<file path="src/rtl/hazard_ctrl.sv">
// X-stage hazard, forwarding and load-timeout controller for the RV32 pipeline.
// Define HAZARD_CTRL_FWD_EN to forward from M/W; otherwise dependants stall until the producer leaves W.
module hazard_ctrl #(
  parameter int unsigned TIMEOUT = 16
) (
  input  logic       clk,
  input  logic       reset_n,
  input  logic       x_v,
  input  logic [4:0] x_rs1,
  input  logic       x_rs1_v,
  input  logic [4:0] x_rs2,
  input  logic       x_rs2_v,
  input  logic [4:0] x_rd,
  input  logic       x_rd_v,
  input  logic       x_load,
  input  logic       mem_ack,
  output logic       hazard_x,
  output logic [1:0] fwd_rs1,
  output logic [1:0] fwd_rs2,
  output logic       w_v,
  output logic [4:0] w_rd,
  output logic       err_o
);

  localparam int unsigned CW = $clog2(TIMEOUT);
  localparam logic [CW-1:0] CNT_LAST = CW'(TIMEOUT - 1);

  typedef enum logic [1:0] {
    RUN     = 2'd0,
    LD_WAIT = 2'd1,
    ABORT   = 2'd2
  } state_e;

  state_e          state_q, state_d;
  logic [CW-1:0]   wait_cnt_q, wait_cnt_d;
  logic            err_q, err_d;
  logic            m_v_q, m_v_d;
  logic [4:0]      m_rd_q, m_rd_d;
  logic            m_load_q, m_load_d;
  logic            w_v_q, w_v_d;
  logic [4:0]      w_rd_q, w_rd_d;

  logic mem_stall, load_use, dep_stall, abort;
  logic rs1_m, rs2_m, rs1_w, rs2_w;

  // Source matches against valid M/W destinations; x0 never becomes a valid destination.
  assign rs1_m = x_rs1_v & m_v_q & (x_rs1 == m_rd_q);
  assign rs2_m = x_rs2_v & m_v_q & (x_rs2 == m_rd_q);
  assign rs1_w = x_rs1_v & w_v_q & (x_rs1 == w_rd_q);
  assign rs2_w = x_rs2_v & w_v_q & (x_rs2 == w_rd_q);

  assign mem_stall = m_v_q & m_load_q & ~mem_ack & (state_q != ABORT);
  assign load_use  = x_v & m_load_q & (rs1_m | rs2_m);
  assign hazard_x  = mem_stall | load_use | dep_stall;

`ifdef HAZARD_CTRL_FWD_EN
  always_comb begin
    dep_stall = 1'b0;
    fwd_rs1   = (rs1_m & ~m_load_q) ? 2'b01 : (rs1_w ? 2'b10 : 2'b00);
    fwd_rs2   = (rs2_m & ~m_load_q) ? 2'b01 : (rs2_w ? 2'b10 : 2'b00);
  end
`else
  always_comb begin
    dep_stall = x_v & (rs1_m | rs2_m | rs1_w | rs2_w);
    fwd_rs1   = 2'b00;
    fwd_rs2   = 2'b00;
  end
`endif

  always_comb begin
    // NOTE: every output of this block gets a default first so no path can infer a latch.
    state_d    = state_q;
    wait_cnt_d = wait_cnt_q;
    err_d      = 1'b0;
    abort      = 1'b0;
    case (state_q)
      RUN: begin
        if (mem_stall) begin
          state_d    = LD_WAIT;
          wait_cnt_d = CW'(1);
        end
      end
      LD_WAIT: begin
        if (!mem_stall) begin
          state_d    = RUN;
          wait_cnt_d = '0;
        end else if (wait_cnt_q == CNT_LAST) begin
          state_d    = ABORT;
          wait_cnt_d = '0;
          err_d      = 1'b1;
          abort      = 1'b1;
        end else if (wait_cnt_q != '1) begin
          wait_cnt_d = wait_cnt_q + 1'b1;
        end
      end
      ABORT:   state_d = RUN;
      default: begin
        state_d    = RUN;
        wait_cnt_d = '0;
      end
    endcase
  end

  always_comb begin
    m_v_d    = m_v_q;
    m_rd_d   = m_rd_q;
    m_load_d = m_load_q;
    if (abort) begin
      m_v_d = 1'b0;
    end else if (mem_stall) begin
      m_v_d = m_v_q;
    end else if (hazard_x) begin
      // Producer drains towards W while a bubble fills M.
      m_v_d = 1'b0;
    end else begin
      m_v_d    = x_v & x_rd_v & (x_rd != 5'd0);
      m_rd_d   = x_rd;
      m_load_d = x_load;
    end
    w_v_d  = m_v_q & ~mem_stall;
    w_rd_d = m_rd_q;
  end

  // NOTE: asynchronous reset in the sensitivity list; state is updated with non-blocking assignments only.
  always_ff @(posedge clk or negedge reset_n) begin
    if (!reset_n) begin
      state_q    <= RUN;
      wait_cnt_q <= '0;
      err_q      <= 1'b0;
      m_v_q      <= 1'b0;
      m_rd_q     <= 5'd0;
      m_load_q   <= 1'b0;
      w_v_q      <= 1'b0;
      w_rd_q     <= 5'd0;
    end else begin
      state_q    <= state_d;
      wait_cnt_q <= wait_cnt_d;
      err_q      <= err_d;
      m_v_q      <= m_v_d;
      m_rd_q     <= m_rd_d;
      m_load_q   <= m_load_d;
      w_v_q      <= w_v_d;
      w_rd_q     <= w_rd_d;
    end
  end

  assign w_v   = w_v_q;
  assign w_rd  = w_rd_q;
  assign err_o = err_q;

endmodule

</file>
<file path="config.mk">
export PLATFORM = sky130hd
export DESIGN_NAME = hazard_ctrl
export DESIGN_NICKNAME = d
export VERILOG_FILES = /design/src/rtl/hazard_ctrl.sv
export SDC_FILE = /design/constraint.sdc
export NUM_CORES = 1
export LEC_CHECK = 0
export CAP_MARGIN = 20
export CORE_MARGIN = 2
export CORE_UTILIZATION = 44
export CTS_BUF_LIST = sky130_fd_sc_hd__clkbuf_4
export CTS_CLUSTER_DIAMETER = 150
export DETAILED_ROUTE_END_ITERATION = 10
export MAX_ROUTING_LAYER = met4
export PLACE_DENSITY = 0.86
export SLEW_MARGIN = 10
export SYNTH_ARGS = -nofsm -noshare
export SYNTH_HDL_FRONTEND = slang
export SYNTH_SLANG_ARGS = --single-unit
export TNS_END_PERCENT = 20
</file>
<file path="constraint.sdc">
create_clock -name clk -period 1.6 [get_ports clk]
set_input_delay 0.16 -clock clk [delete_from_list [all_inputs] [get_ports clk]]
set_output_delay 0.16 -clock clk [all_outputs]
set_load 0.02 [all_outputs]
</file>
==> flow_metrics.tcl <==
set metrics [dict create \
    outcome "finished with violations" \
    violations "setup timing" \
    num_antenna_cells 0 \
    nNetsFinal 196 \
    hpwl_um 2180 \
    synthArstFlopShare_pct 100 \
    synthSimpleGateAreaFrac_pct 16.8 \
    synth_compound_area_share_pct 19.4 \
    grtUsageTotal_pct 19.8 \
    stdcell_count 202 \
    area_growth_pct 41.8 \
    syn_inst 126 \
    via_per_inst 5.38 \
    synth_top_family_by_area "compound AO/OA/AOI/OAI gates" \
    total_power_mw 1.48 \
    synth_edf_count 0 \
    die_h_um 56.7 \
    grt_pass1_vias 1106 \
    pin_count 35 \
    finalCritPeriodShare_pct 114 \
    overflow 0 \
    synth_area_leaders "dfrtp_1, xnor2_1, a21o_2" \
    fin_util_pct 64.5 \
    first_iter_violations 36 \
    critPathKind "reg -> out" \
    vias 1086 \
    grt_max_degree 21 \
    post-route-drc-count 0 \
    antenna_found_initial 0 \
    end_kind "output port" \
    core-area_um2 2690 \
    die_area_um2 3210 \
    hold_violations 0 \
    root_buffer "clkbuf_4" \
    htreeDepth 1 \
    io_buffers 30 \
    worst_skew_pair.late_latency_ns 0.30 \
    yosys.area.top_type_share_pct 41.0 \
    fp.dieW_um 56.7 \
    grt_pass1_wl_um 4800 \
    synth_fa_ha_area_share_pct 1.02 \
    cts_hold_buf 0 \
    rr_startpoint "w_rd[4]" \
    synth_most_common_cell "dfrtp_1" \
    wl_per_cell_um 14.2 \
    totalWireLength_um 2870 \
    startpoint_type "register" \
    synth_area_per_cell_um2 9.69 \
    rows 19 \
    synth_xor_area_share_pct 15.1 \
    crit_start "w_rd[4]" \
    yosys_warnings 0 \
    hp-class "in -> async" \
    numClockSinks 20 \
    clock_path_buffers 2 \
    setup_ws_ns -0.227 \
    drtAntennaViolNets 0 \
    powerDensity_nw_per_um2 855 \
    dp.cells 197 \
    drive_gt1_share_pct 22.2 \
    ys_seq_area_share_pct 41.0 \
    layout_min_cycle_time_ns 1.83 \
    cts_tree "built" \
    vdd_drop_max_uv 595 \
    rsz0062_at_grt "yes" \
    timing.fmax_ghz 0.547 \
    clk_pin_slew_ns 0.12 \
    yosysTopAreaCell "dfrtp_1" \
    synthMuxAreaShare_pct 0 \
    crit_required_ns 1.44 \
    leakage_nw 0.721 \
    maxCapViolCount 0 \
    cp.arrival_ns 1.67 \
    start_util_pct 45.5 \
    cts_made_buffers 3 \
    synth_cell_type_count 32 \
    ys_ff_latch 20 \
    synth_flop_cell "dfrtp_1" \
    dr.pass1.iters 5 \
    syn-cell-area_um2 1220 \
    fin_tns_setup_ns -0.424 \
    place.gp.congestion 0.930 \
    finalSetupViolations 5 \
    finClkSkew_ns 0.00904 \
    drv_slew 0 \
    crit_path_max_fanout 3 \
    ys_top_cells_by_count "dfrtp_1, xnor2_1, nand2_1" \
]
## metrics by stage
stage,hold WS (ns),setup WS [ns],instance area (µm²)
final,0.181,-0.227,1730
after floorplan,-0.136,-0.0624,1240
after global placement,0.510,-0.616,1640
after global routing,0.197,-0.326,1730
after detailed placement,0.520,-0.616,1640
after CTS,0.183,-0.247,1720
## path summary, 6_finish.rpt
path | cells after the start | end | slack (ns)
worst max register to register | 6 | m_load_q | -0.17
min in group clk | 3 | m_rd_q[1] | 0.52
worst min-delay path | 2 | state_q[0] | 0.18
worst max-delay path | 6 | hazard_x | -0.23
worst min register to register | 1 | m_load_q | 0.55
max in group asynchronous | 2 | w_rd[4] | 1.19
## flip-flops by register name, indices dropped and copies added, names as in the netlist
name        cells
err_o           1
w_v             1
wait_cnt_q      4
w_rd            5
m_rd_q          5
m_load_q        1
state_q         2
m_v_q           1
## layer usage
layer	wire length (µm)	GRT usage, %
met1	1240	22.8
met2	1480	33.9
met3	110	3.23
met4	42	8.50
met5	0	-
## final cells by class
type	instances	area (µm²)
clock buffers	3	22.5
clock inverters	1	30.0
multi-input cells	94	692
flip-flops and latches	20	504
fillers	229	955
repair buffers	45	414
inverters	8	30.0
well taps	31	38.8
## kinds of logic (layout without fill, tap and decap cells)
family | count (synthesis) | count (layout)
fa+ha+maj | 1 | 1
other cells | 1 | 4
xor+xnor | 21 | 21
simple gates | 37 | 37
buf+inv | 15 | 57
compound gates | 31 | 31
flops | 20 | 20
## critical path, stage by stage, from the launching register on
cell and delay [ns]:
dfrtp_2 0.45, xor2_2 0.17, nor4_4 0.32, a2bb2oi_4 0.10, nand2_2 0.08, a21o_1 0.14, buf_6 0.12
## power by group
group / switching, mW / leakage [nW] / internal [mW]
Sequential: 0.0632 / 0.240 / 0.562
Clock: 0.158 / 0.0279 / 0.253
Combinational: 0.200 / 0.454 / 0.244
Total: 0.422 / 0.721 / 1.06
## cells in the final DEF (no fill, tap or decap), types with 2 or more instances in the layout
cell and count:
nor2_1 4, xnor2_1 14, a21o_1 2, inv_1 8, dfrtp_1 17, clkbuf_4 3, xor2_2 2, dfrtp_2 3
o21ai_0 4, conb_1 4, clkdlybuf4s50_1 29, nand2_1 8, o311ai_0 5, a21oi_1 8, xnor2_2 2, a21o_2 5
nand3_1 7, xor2_1 3, o22a_1 2, buf_4 15, nand4_1 4, nor3_1 5
## what timing repair did
action                                  CTS  global route
pin swaps                                 5             2
endpoints found under the setup margin    8             8
resized for setup                         8             3
buffers inserted                          1             0
Note: power is estimated with default switching activity, not from simulation.
